==> config.mk <==
export PLATFORM = sky130hd
export DESIGN_NAME = tratador_botoes
export DESIGN_NICKNAME = d
export VERILOG_FILES = /design/src/rtl/tratador_botoes_pkg.sv /design/src/rtl/tratador_botoes_repetidor.sv /design/src/rtl/tratador_botoes.sv
export SDC_FILE = /design/constraint.sdc
export NUM_CORES = 1
export LEC_CHECK = 0
export BUFFER_PORTS_ARGS = -buffer_cell sky130_fd_sc_hd__buf_2
export CAP_MARGIN = 20
export CORE_UTILIZATION = 45
export DETAILED_ROUTE_END_ITERATION = 12
export GPL_TIMING_DRIVEN = 0
export PLACE_DENSITY = 0.7
export SETUP_SLACK_MARGIN = 0.15
export SYNTH_ARGS = -nofsm -noshare
export SYNTH_HDL_FRONTEND = slang
export SYNTH_SLANG_ARGS = --single-unit
==> constraint.sdc <==
create_clock -name Clock50 -period 2.48 [get_ports Clock50]
set_clock_uncertainty 0.05 [all_clocks]
set_input_delay 0.372 -clock Clock50 [delete_from_list [all_inputs] [get_ports Clock50]]
set_output_delay 0.372 -clock Clock50 [all_outputs]
set_load 0.005 [all_outputs]
==> src/rtl/tratador_botoes_pkg.sv <==
// Shared definitions for the joypad button handler.
// Button bit map and the direction repeat FSM states.
package tratador_botoes_pkg;

  localparam int N_BTN = 12;
  localparam int N_DIR = 4;

  localparam int BTN_UP    = 0;
  localparam int BTN_DOWN  = 1;
  localparam int BTN_LEFT  = 2;
  localparam int BTN_RIGHT = 3;
  localparam int BTN_A     = 4;
  localparam int BTN_B     = 5;
  localparam int BTN_C     = 6;
  localparam int BTN_X     = 7;
  localparam int BTN_Y     = 8;
  localparam int BTN_Z     = 9;
  localparam int BTN_START = 10;
  localparam int BTN_MODE  = 11;

  typedef enum logic [1:0] {
    OCIOSO,
    ATRASO,
    REPETINDO
  } rep_estado_t;

endpackage

==> src/rtl/tratador_botoes_repetidor.sv <==
// Auto-repeat FSM for one direction, counted in frames.
// Pulse is registered and lands in the frame's update cycle.
module repetidor_direcao
  import tratador_botoes_pkg::*;
#(
  parameter int ATRASO_REPETICAO  = 20,
  parameter int PERIODO_REPETICAO = 5
) (
  input  logic clk_i,
  input  logic rst_i,
  input  logic tick_i,
  input  logic press_i,
  input  logic level_i,
  input  logic inhibit_i,
  output logic pulse_o
);

  localparam logic [5:0] ATR_FIM = 6'(ATRASO_REPETICAO - 1);
  localparam logic [5:0] PER_FIM = 6'(PERIODO_REPETICAO - 1);

  rep_estado_t st_q;
  logic [5:0]  cnt_q;
  logic        pulse_q;

  always_ff @(posedge clk_i) begin
    if (rst_i) begin
      st_q    <= OCIOSO;
      cnt_q   <= '0;
      pulse_q <= 1'b0;
    end else begin
      pulse_q <= 1'b0;
      if (tick_i) begin
        // release or opposing pair beats any due repeat
        if (!level_i || inhibit_i) begin
          st_q  <= OCIOSO;
          cnt_q <= '0;
        end else begin
          unique case (st_q)
            OCIOSO: begin
              if (press_i) begin
                pulse_q <= 1'b1;
                st_q    <= ATRASO;
                cnt_q   <= '0;
              end
            end
            ATRASO: begin
              if (cnt_q == ATR_FIM) begin
                pulse_q <= 1'b1;
                st_q    <= REPETINDO;
                cnt_q   <= '0;
              end else begin
                cnt_q <= cnt_q + 6'd1;
              end
            end
            REPETINDO: begin
              if (cnt_q == PER_FIM) begin
                pulse_q <= 1'b1;
                cnt_q   <= '0;
              end else begin
                cnt_q <= cnt_q + 6'd1;
              end
            end
            default: begin
              st_q  <= OCIOSO;
              cnt_q <= '0;
            end
          endcase
        end
      end
    end
  end

  assign pulse_o = pulse_q;

endmodule

==> src/rtl/tratador_botoes.sv <==
// Frame-synchronous debounce of the joypad vector with
// press/release pulses and direction auto-repeat.
module tratador_botoes
  import tratador_botoes_pkg::*;
#(
  parameter int ESTAVEL           = 2,
  parameter int ATRASO_REPETICAO  = 20,
  parameter int PERIODO_REPETICAO = 5
) (
  input  logic        Clock50,
  input  logic        Reset,
  input  logic        v_sync,
  input  logic [11:0] Saidas,
  output logic [11:0] Estado,
  output logic [11:0] Pressionado,
  output logic [11:0] Solto,
  output logic [3:0]  Repetir,
  output logic        NovoQuadro
);

  localparam logic [2:0] EST_FIM = 3'(ESTAVEL - 1);

  logic                   sa_q, sb_q;
  logic                   flag;
  logic [N_BTN-1:0]       estado_q, estado_d;
  logic [N_BTN-1:0][2:0]  cnt_q, cnt_d;
  logic [N_BTN-1:0]       press_q, press_d;
  logic [N_BTN-1:0]       solto_q, solto_d;
  logic                   novo_q;
  logic                   ud, lr;
  logic [N_DIR-1:0]       inib;

  assign flag = !sa_q && sb_q;

  // Saidas is read directly in the flag cycle; results register
  // into the update cycle.
  always_comb begin
    estado_d = estado_q;
    cnt_d    = cnt_q;
    press_d  = '0;
    solto_d  = '0;
    for (int i = 0; i < N_BTN; i++) begin
      if (Saidas[i] == estado_q[i]) begin
        cnt_d[i] = 3'd0;
      end else if (cnt_q[i] == EST_FIM) begin
        estado_d[i] = Saidas[i];
        cnt_d[i]    = 3'd0;
        press_d[i]  = Saidas[i];
        solto_d[i]  = !Saidas[i];
      end else begin
        cnt_d[i] = cnt_q[i] + 3'd1;
      end
    end
  end

  always_ff @(posedge Clock50) begin
    if (Reset) begin
      sa_q     <= 1'b1;
      sb_q     <= 1'b1;
      estado_q <= '0;
      cnt_q    <= '0;
      press_q  <= '0;
      solto_q  <= '0;
      novo_q   <= 1'b0;
    end else begin
      sa_q    <= v_sync;
      sb_q    <= sa_q;
      novo_q  <= flag;
      press_q <= flag ? press_d : '0;
      solto_q <= flag ? solto_d : '0;
      if (flag) begin
        estado_q <= estado_d;
        cnt_q    <= cnt_d;
      end
    end
  end

  assign ud   = estado_d[BTN_UP] & estado_d[BTN_DOWN];
  assign lr   = estado_d[BTN_LEFT] & estado_d[BTN_RIGHT];
  assign inib = {lr, lr, ud, ud};

  for (genvar d = 0; d < N_DIR; d++) begin : g_rep
    repetidor_direcao #(
      .ATRASO_REPETICAO (ATRASO_REPETICAO),
      .PERIODO_REPETICAO(PERIODO_REPETICAO)
    ) u_rep (
      .clk_i    (Clock50),
      .rst_i    (Reset),
      .tick_i   (flag),
      .press_i  (press_d[d]),
      .level_i  (estado_d[d]),
      .inhibit_i(inib[d]),
      .pulse_o  (Repetir[d])
    );
  end

  assign Estado      = estado_q;
  assign Pressionado = press_q;
  assign Solto       = solto_q;
  assign NovoQuadro  = novo_q;

endmodule

-- Word level (Yosys, flattened, before mapping)
Cells that the tools add are included.
- flip-flop bits (word level): 111
- bits of input ports: 15
- add/sub/neg operators: 16
- eq/ne operators: 52
- muxes and demuxes: 92
- bitwise operators: 23
- reductions and logical operators: 59
- operators with widths (cell ; count):
    2-to-1 mux 6 bit ; 16
    2-to-1 mux 3 bit ; 24
    case mux 6 bit (3 select lines) ; 4
    OR reduction 4 bit ; 12
    adder 3 x 1 -> 3 bit, second input constant ; 12
    equality test 3 x 1 -> 1 bit, second input constant ; 12
    2-to-1 mux 1 bit ; 28
    adder 6 x 1 -> 6 bit, second input constant ; 4
    equality test 6 x 3 -> 1 bit, second input constant ; 4
    equality test 6 x 5 -> 1 bit, second input constant ; 4
    2-to-1 mux 2 bit ; 12
    inequality test 3 x 1 -> 1 bit, second input constant ; 8
    case mux 2 bit (3 select lines) ; 4
    AND reduction 3 bit ; 8
    NOT 1 bit ; 21
    zero test 1 bit ; 17
    AND reduction 4 bit ; 4
    equality test 1 bit ; 12
    case mux 1 bit (3 select lines) ; 4
    OR reduction 3 bit ; 4
    equality test 2 x 1 -> 1 bit, second input constant ; 4
    equality test 2 bit, second input constant ; 4
    zero test 2 bit ; 4
    inequality test 2 x 1 -> 1 bit, second input constant ; 4
    5 further kinds ; 12

-- Logic depth before layout (Yosys ltp)
Gate-level depths: netlist of the first run.
- depth after elaboration: 7
- gate-level depth with buffers: 8
- depth with buffers taken out: 7

-- Modules after synthesis
From an unflattened synthesis of the first run, not the netlist that was laid out.
- cells, all modules: 700
- area, all modules: 6199.7 um^2
- modules (own cells, without submodules) (module ; times used ; cells an instance ; area an instance (um^2)):
    tratador_botoes ; 1 ; 372 ; 3306.9
    repetidor_direcao ; 4 ; 82 ; 723.2

-- Least setup slack after synthesis of the first run
Ideal clock, no wire load.
- path type: register to register
- from: register cnt_q[6] in the netlist's numbering
- to: register g_rep[3].u_rep.cnt_q[5]
- setup time: 0.122 ns
- arrival time: 1.723 ns
- data required time: 2.308 ns
- setup slack: 0.586 ns
- stages on the path, launching flop included: 6
- path buffers: 0
- period minus slack after synthesis: 1.894 ns
- cells stage by stage: dfxtp_1 -> nor3b_4 -> mux2_2 -> o21ai_1 -> nor2_1 -> a221o_1
- cells in the longest elaborated chain, start to end: 7
- elaborated cells between the ends (all ways): 8
- RTL lines (item ; line ; RTL):
    start, declared ; tratador_botoes.sv:26 ; logic [N_BTN-1:0][2:0] cnt_q, cnt_d;
    start signal, assigned ; tratador_botoes.sv:73 ; cnt_q <= cnt_d;
    equality test 3 x 1 -> 1 bit (*) ; tratador_botoes.sv:45 ; end else if (cnt_q[i] == EST_FIM) begin
    2-to-1 mux 1 bit (*) ; tratador_botoes.sv:45 ;
    2-to-1 mux 1 bit (*) ; tratador_botoes.sv:43 ; if (Saidas[i] == estado_q[i]) begin
    AND 1 bit (*) ; tratador_botoes.sv:79 ; assign lr = estado_d[BTN_LEFT] & estado_d[BTN_RIGHT];
    logical OR 1 bit (*) ; tratador_botoes_repetidor.sv:34 ; if (!level_i || inhibit_i) begin
    inequality test 3 x 1 -> 1 bit (no source line) ; -- ;
    AND reduction 2 bit (no source line) ; -- ;
    end signal, assigned ; tratador_botoes_repetidor.sv:52 ; cnt_q <= cnt_q + 6'd1;
    end signal, assigned ; tratador_botoes_repetidor.sv:60 ; cnt_q <= cnt_q + 6'd1;
    end, declared ; tratador_botoes_repetidor.sv:22 ; logic [5:0] cnt_q;
Mark *: on every way between the ends. The rest lies on a longest branch, timed or not.
A chain may end at the register's enable or synchronous reset.

-- Worst setup path after layout of the first run
- from: register sa_q
- to: register cnt_q[25] in the netlist's numbering
- cells in the longest elaborated chain, start to end: 2
- RTL lines (item ; line ; RTL):
    start, declared ; tratador_botoes.sv:23 ; logic sa_q, sb_q;
    start signal, assigned ; tratador_botoes.sv:66 ; sa_q <= v_sync;
    zero test 1 bit ; tratador_botoes.sv:33 ; assign flag = !sa_q && sb_q;
    logical AND 1 bit ; tratador_botoes.sv:33 ;
No other way between the ends.

==> results of run 1 <==
## registers in the layout, summed over array words and instances, names as in the netlist
register,cells
Estado,12
Solto,12
sa_q,1
NovoQuadro,1
Pressionado,12
g_rep.u_rep.cnt_q,24
cnt_q,36
g_rep.u_rep.pulse_o,4
g_rep.u_rep.st_q,8
sb_q,1
## per-layer routing
layer | GRT usage (%) | wire length (um) | vias to the layer above
li1 | - | - | 2541
met1 | 25.76 | 6030 | 2400
met4 | 8.052 | 304 | 0
met5 | 0 | 0 | -
met2 | 37.37 | 6513 | 128
met3 | 5.101 | 602 | 22
## what timing repair did
action,CTS,global route
endpoints found under the setup margin,0,8
resized for setup,0,4
buffers inserted,0,0
## placed cells by master, fill, tap and decap left out, types with 6 or more instances in the layout
master / netlist / final
nor2_1: 59 / 59
inv_1: 38 / 38
nor4_1: 9 / 9
buf_2: 1 / 56
nor3b_1: 17 / 17
xnor2_1: 10 / 10
a32oi_1: 8 / 8
nor4b_1: 7 / 7
o21ai_0: 27 / 27
clkbuf_1: 18 / 17
nand3_1: 29 / 29
o21a_1: 6 / 6
nor3_1: 9 / 9
xor2_1: 6 / 6
a221o_1: 8 / 8
dfxtp_1: 111 / 111
nand4_1: 18 / 18
a21oi_1: 67 / 67
ha_1: 28 / 28
o22ai_1: 8 / 8
clkbuf_16: 0 / 9
nand2_1: 74 / 74
nand4b_1: 12 / 12
nand2b_1: 14 / 14
## power by group through the flow
stage	Clock, uW	Combinational [uW]	Sequential, uW
floorplan	0	189	1860
global placement	0	271	1860
detailed placement	0	279	1870
CTS	1430	280	1820
global route	1500	309	1830
finish	1400	282	1820
## logic make-up (layout without fill, tap and decap cells)
family          count (synthesis)  in the layout  synth area share, %
xor+xnor                       16             16                2.486
compound gates                160            160                18.71
simple gates                  282            282                26.97
fa+ha+maj                      28             28                6.215
mux                             6              6                1.176
flops                         111            111                39.42
buf+inv                        67            138                5.016
## final timing paths
| check | start | end | slack [ns] | depth (start not counted) |
|---|---|---|---|---|
| max | sa_q$_SDFF_PP1_ | cnt_q[25]$_SDFFE_PP0P_ | 0.30 | 6 |
| min | Saidas[7] | Solto[7]$_SDFF_PP0_ | 0.16 | 2 |
| max reg2reg | sa_q$_SDFF_PP1_ | cnt_q[25]$_SDFFE_PP0P_ | 0.30 | 6 |
| min reg2reg | sa_q$_SDFF_PP1_ | sb_q$_SDFF_PP1_ | 0.41 | 2 |
## per-stage QoR
stage	setup WS [ns]	hold slack (ns)	instances	area, um2
after global placement	0.3450	0.3855	893	6122
after CTS	0.2816	0.1489	909	6406
after global routing	0.1387	0.1437	909	6414
after floorplan	0.5856	0.3736	670	5637
final	0.3045	0.1646	909	6414
after detailed placement	0.3101	0.3959	893	6122
## cell type report
cell class | instances | area [um2] | share of cell area [%]
buffer | 28 | 137.6 | 2.146
clock buffer | 10 | 229.0 | 3.570
clock inverter | 6 | 55.05 | 0.8584
inverter | 39 | 146.4 | 2.282
multi-input combinational | 492 | 3138 | 48.93
sequential | 111 | 2222 | 34.65
tap | 168 | 210.2 | 3.277
timing repair buffer | 55 | 275.3 | 4.292
==> results by group, run 1 <==
Clock tree
  – Clock Tree Root: clkbuf_16
  – Hold_buf cts: 0
  – CTS Buffer Depth: 2
  – Worst-path clk slew: 0.08 ns
  – TritonCTS buffer count: 9
  – H-tree depth: 3
  – Worst-Skew Late Latency: 0.36 ns
  – Sink Count: 111
  – CTS tree: yes

Die
  – Die ar.: 0.01298 mm2
  – Die height: 113.9 um
  – Die W: 113.9 um
  – Ports: 56
  – # rows: 40
  – Starting Density: 46.54%
  – Core footprint: 0.01211 mm2

Worst setup path
  – Crit-path cells: and2b_2 > clkbuf_1 > buf_1 > o21ai_0 > nand2_1 > a21oi_1
  – CP endpoint kind: flop
  – Type of the worst setup path: flop to flop
  – CP bufs+invs: 2
  – Crit-path leading delay family: buffers and inverters
  – Req. time, crit path: 2.65 ns
  – Startpoint type of the worst setup path: flop
  – WP data arrival: 2.34 ns
  – CP Max Fanout: 10
  – CP max stage delay: 0.51 ns
  – Worst path slowest cell: buf_1

Routing
  – Via/cell ratio: 5.601
  – DRC: 0
  – Final wirelength: 13450 um
  – WL/cell: 14.80 um
  – Antenna-violating nets left: 0
  – First-pass detailed-route iteration total: 7
  – Via count: 5091
  – Detailed Route Iter0 Violations: 325

Synth
  – Most common cell in the netlist: dfxtp_1
  – Synthesized flop and latch total: 111
  – Cell taking the most area after synthesis: dfxtp_1
  – Ys async rst share: 0%
  – Sequential area share after synthesis: 39.42%
  – Number of synthesized flops with an enable pin: 0
  – Post-synth top area share: 39.42%
  – Most used DFF post-synth: dfxtp_1
  – Synth area leaders: dfxtp_1 39%, ha_1 6.2%, a21oi_1 5.9%
  – Synthesized area per cell: 8.413 um2
  – Yosys cell types: 66
  – Mapped Nets: 713
  – Post-synthesis cell count: 670
  – YS warnings: 0
  – Netlist Area Pre-Place: 0.005637 mm2
  – Post-synth top cells: 111 x dfxtp_1, 74 x nand2_1, 67 x a21oi_1, 59 x nor2_1, 38 x inv_1

Power
  – Clock share of power: 39.9%
  – Logic pwr share: 8.0%
  – Total design power: 3504 uW
  – P_int: 2594 uW
  – VDD IR max: 0.4693 mV
  – Reg power frac: 52.1%
  – Pwr per Cell Area: 546.4 mW/mm2
  – Switching share of power: 25.98%
  – Static leakage: 0.002288 uW
  – P_sw: 910.5 uW

Layout
  – Fillcell total: 1156
  – Share of cells above drive strength 1: 14.57%
  – Final core utilization: 52.95%
  – Antenna diodes: 0
  – Synth-to-Final Area Change: 13.78%
  – Nets: 779

Timing
  – RSZ-0062 raised after global routing: true
  – Tmin final: 2.175 ns
  – Max Clk Rate: 459.7 MHz
  – Final count of hold timing violations: 0
  – Final setup vio count: 0
  – Tcrit/Tclk final: 87.72%
  – TNS Setup: 0 ns
  – Slew Limit Fails: 0
  – Worst Max-Slew Pin Slew: 0.7752 ns
  – Max_slew headroom: 48.32%

Hold path
  – HP Class: input pin to flop

Global routing
  – Antenna violations before repair: 0
  – First-pass GRT wire length: 21910 um
  – GRT overflow: 0
  – Vias in the first global route: 4702
  – Largest net degree at the start of global routing: 20
  – Gr usage total: 21.53%

Placement
  – Hpwl dp: 9799 um
  – I/O Buffers: 55
  – GPL Wtd Cong: 0.9038

Job
  – Max-cap violations: 0

Status
  – Status: completed
Note: power is estimated with default switching activity, not from simulation.
==> run 2: changes to the inputs <==
--- a/config.mk
+++ b/config.mk
@@ -5,12 +5,12 @@
 export SDC_FILE = /design/constraint.sdc
 export NUM_CORES = 1
 export LEC_CHECK = 0
-export BUFFER_PORTS_ARGS = -buffer_cell sky130_fd_sc_hd__buf_2
 export CAP_MARGIN = 20
 export CORE_UTILIZATION = 45
 export DETAILED_ROUTE_END_ITERATION = 12
+export DONT_BUFFER_PORTS = 1
 export GPL_TIMING_DRIVEN = 0
-export PLACE_DENSITY = 0.7
+export PLACE_DENSITY = 0.67
 export SETUP_SLACK_MARGIN = 0.15
 export SYNTH_ARGS = -nofsm -noshare
 export SYNTH_HDL_FRONTEND = slang
==> constraint.sdc (replaced) <==
create_clock -name Clock50 -period 2.48 [get_ports Clock50]
set_clock_uncertainty 0.05 [all_clocks]
set_input_delay 0.744 -clock Clock50 [delete_from_list [all_inputs] [get_ports Clock50]]
set_output_delay 0.744 -clock Clock50 [all_outputs]
set_load 0.005 [all_outputs]
==> run 2 against run 1 <==
Net effect: combinational power is 9.6% lower; worst hold slack better by 0.24 ns; via count shrank 4.0%; sequential share of layout area increased by 1.5 points; global-route usage is 0.23 points higher; critical path depth shrank 1; sequential power about the same; total power grew 0.91%; clock-buffer cell count stayed put; setup slack got worse by 0.039 ns; cell count decreased by 6.2%.
==> results by group, run 2 (synthesis gave the netlist of run 1 again) <==
Die
  – # rows: 40
  – Die ar.: 0.01298 mm2
  – Die height: 113.9 um
  – Ports: 56
  – Starting Density: 46.54%
  – Die W: 113.9 um
  – Core footprint: 0.01211 mm2

Layout
  – Biggest register: cnt_q
  – Share of cells above drive strength 1: 7.737%
  – Antenna diodes: 0
  – Nets: 724
  – Synth-to-Final Area Change: 9.145%
  – Biggest regs: cnt_q x36, g_rep.u_rep.cnt_q x24
  – Reg area: 0.002222 mm2
  – Most common cell after layout, fill and taps aside: dfxtp_1
  – Fillcell total: 1171
  – Commonest non-fill, non-tap cells in the layout: 111 x dfxtp_1, 74 x nand2_1, 67 x a21oi_1
  – Area of the multi-input gates: 0.003138 mm2
  – Max FFs per register: 36

Global routing
  – Largest net degree at the start of global routing: 18
  – Gr usage total: 21.76%
  – GRT overflow: 0
  – Antenna violations before repair: 0
  – First-pass GRT wire length: 22290 um
  – Vias in the first global route: 4723

Timing
  – Tcrit/Tclk final: 89.29%
  – Hold WS: 0.4026 ns
  – Max_slew headroom: 50.72%
  – Max Clk Rate: 451.6 MHz
  – Slew Limit Fails: 0
  – TNS Setup: 0 ns
  – Final count of hold timing violations: 0
  – RSZ-0062 raised after global routing: false
  – Final setup vio count: 0
  – Worst Max-Slew Pin Slew: 0.7391 ns
  – Tmin final: 2.214 ns

Routing
  – DRC: 0
  – Via/cell ratio: 5.729
  – Antenna-violating nets left: 0
  – Via count: 4887
  – WL met1: 5913 um
  – DR WL met2: 6778 um
  – Met3 WL: 579 um
  – Top sig layer: met4
  – First-pass detailed-route iteration total: 5
  – Final wirelength: 13530 um
  – WL/cell: 15.86 um
  – Detailed Route Iter0 Violations: 400

Status
  – Status: completed

Clock tree
  – Post_cts resized: 0
  – CTS tree: yes
  – Post-CTS Setup Bufs: 0
  – Sink Count: 111
  – Worst-Skew Late Latency: 0.36 ns
  – CTS Buffer Depth: 2
  – Clock Tree Root: clkbuf_16
  – Hold_buf cts: 0
  – Worst-path clk slew: 0.07 ns
  – TritonCTS buffer count: 9
  – H-tree depth: 3

Worst setup path
  – CP Max Fanout: 6
  – Type of the worst setup path: flop to flop
  – WP data arrival: 2.45 ns
  – Req. time, crit path: 2.72 ns
  – CP endpoint kind: flop
  – Startpoint type of the worst setup path: flop

Power
  – Logic pwr share: 7.2%
  – Switching share of power: 23.89%
  – Pwr per Cell Area: 574.8 mW/mm2
  – P_sw: 844.7 uW
  – VDD IR max: 0.2788 mV
  – Clock share of power: 41.1%
  – Reg power frac: 51.7%
  – Static leakage: 0.002009 uW
  – P_int: 2691 uW

Placement
  – GPL Wtd Cong: 0.8509
  – I/O Buffers: 0
  – Hpwl dp: 9795 um

Hold path
  – HP Class: input pin to flop

Job
  – Max-cap violations: 0
==> run 2: cell count changes in the layout (fill, tap and decap cells not counted) <==
| cell | change |
|---|---|
| buf_2 | -55 |
| inv_6 | -2 |
| buf_1 | -1 |
| bufinv_16 | +1 |
| clkbuf_8 | +1 |
| clkinv_8 | -1 |
| clkinvlp_4 | +1 |
==> run 2: power groups by stage <==
stage                     logic (uW)  registers, uW  clock network (uW)
after floorplan                  189           1860                   0
after global placement           247           1870                   0
after detailed placement         252           1870                   0
after CTS                        253           1830                1490
after global routing             280           1830                1560
final                            255           1830                1450
==> run 2: final cells by class <==
class                   instances  area share [%]
plain buffers                  28           2.237
clock buffers                  10           3.884
clock inverters                 5          0.9559
inverters                      39           2.379
multi-input cells             492           51.01
flip-flops and latches        111           36.12
well taps                     168           3.417
==> run 2: per-layer routing <==
layer  vias up  GRT usage [%]
li1       2428              -
met1      2309          26.39
met4         0          9.004
met3        25          3.773
met5         -              0
met2       125          37.98
==> run 2: worst paths after layout <==
check | slack (ns) | to | depth (start not counted) | startpoint
worst max-delay path | 0.27 | g_rep[3].u_rep.cnt_q[0]$_SDFFE_PP0P_ | 5 | cnt_q[6]$_SDFFE_PP0P_
worst min-delay path | 0.40 | Solto[8]$_SDFF_PP0_ | 1 | Saidas[8]
worst max register to register | 0.27 | g_rep[3].u_rep.cnt_q[0]$_SDFFE_PP0P_ | 5 | cnt_q[6]$_SDFFE_PP0P_
worst min register to register | 0.44 | g_rep[2].u_rep.cnt_q[0]$_SDFFE_PP0P_ | 2 | g_rep[2].u_rep.cnt_q[0]$_SDFFE_PP0P_
==> run 2: through the flow <==
step	area, um2	util [%]	setup WS (ns)	total power, uW	cells
after floorplan	5637	-	0.5277	2049	670
after global placement	5847	48.27	0.3141	2112	838
after detailed placement	5847	48.27	0.2783	2119	838
after CTS	6145	50.73	0.2359	3572	853
after global routing	6152	50.80	0.1486	3672	853
final	6152	50.80	0.2656	3536	853
==> run 2: worst max-delay path: stages (launching register included) <==
cell     delay [ns]
dfxtp_1        0.42
nor3b_4        0.32
mux2i_1        0.55
nand2_2        0.14
or4_1          0.51
a21oi_1        0.16
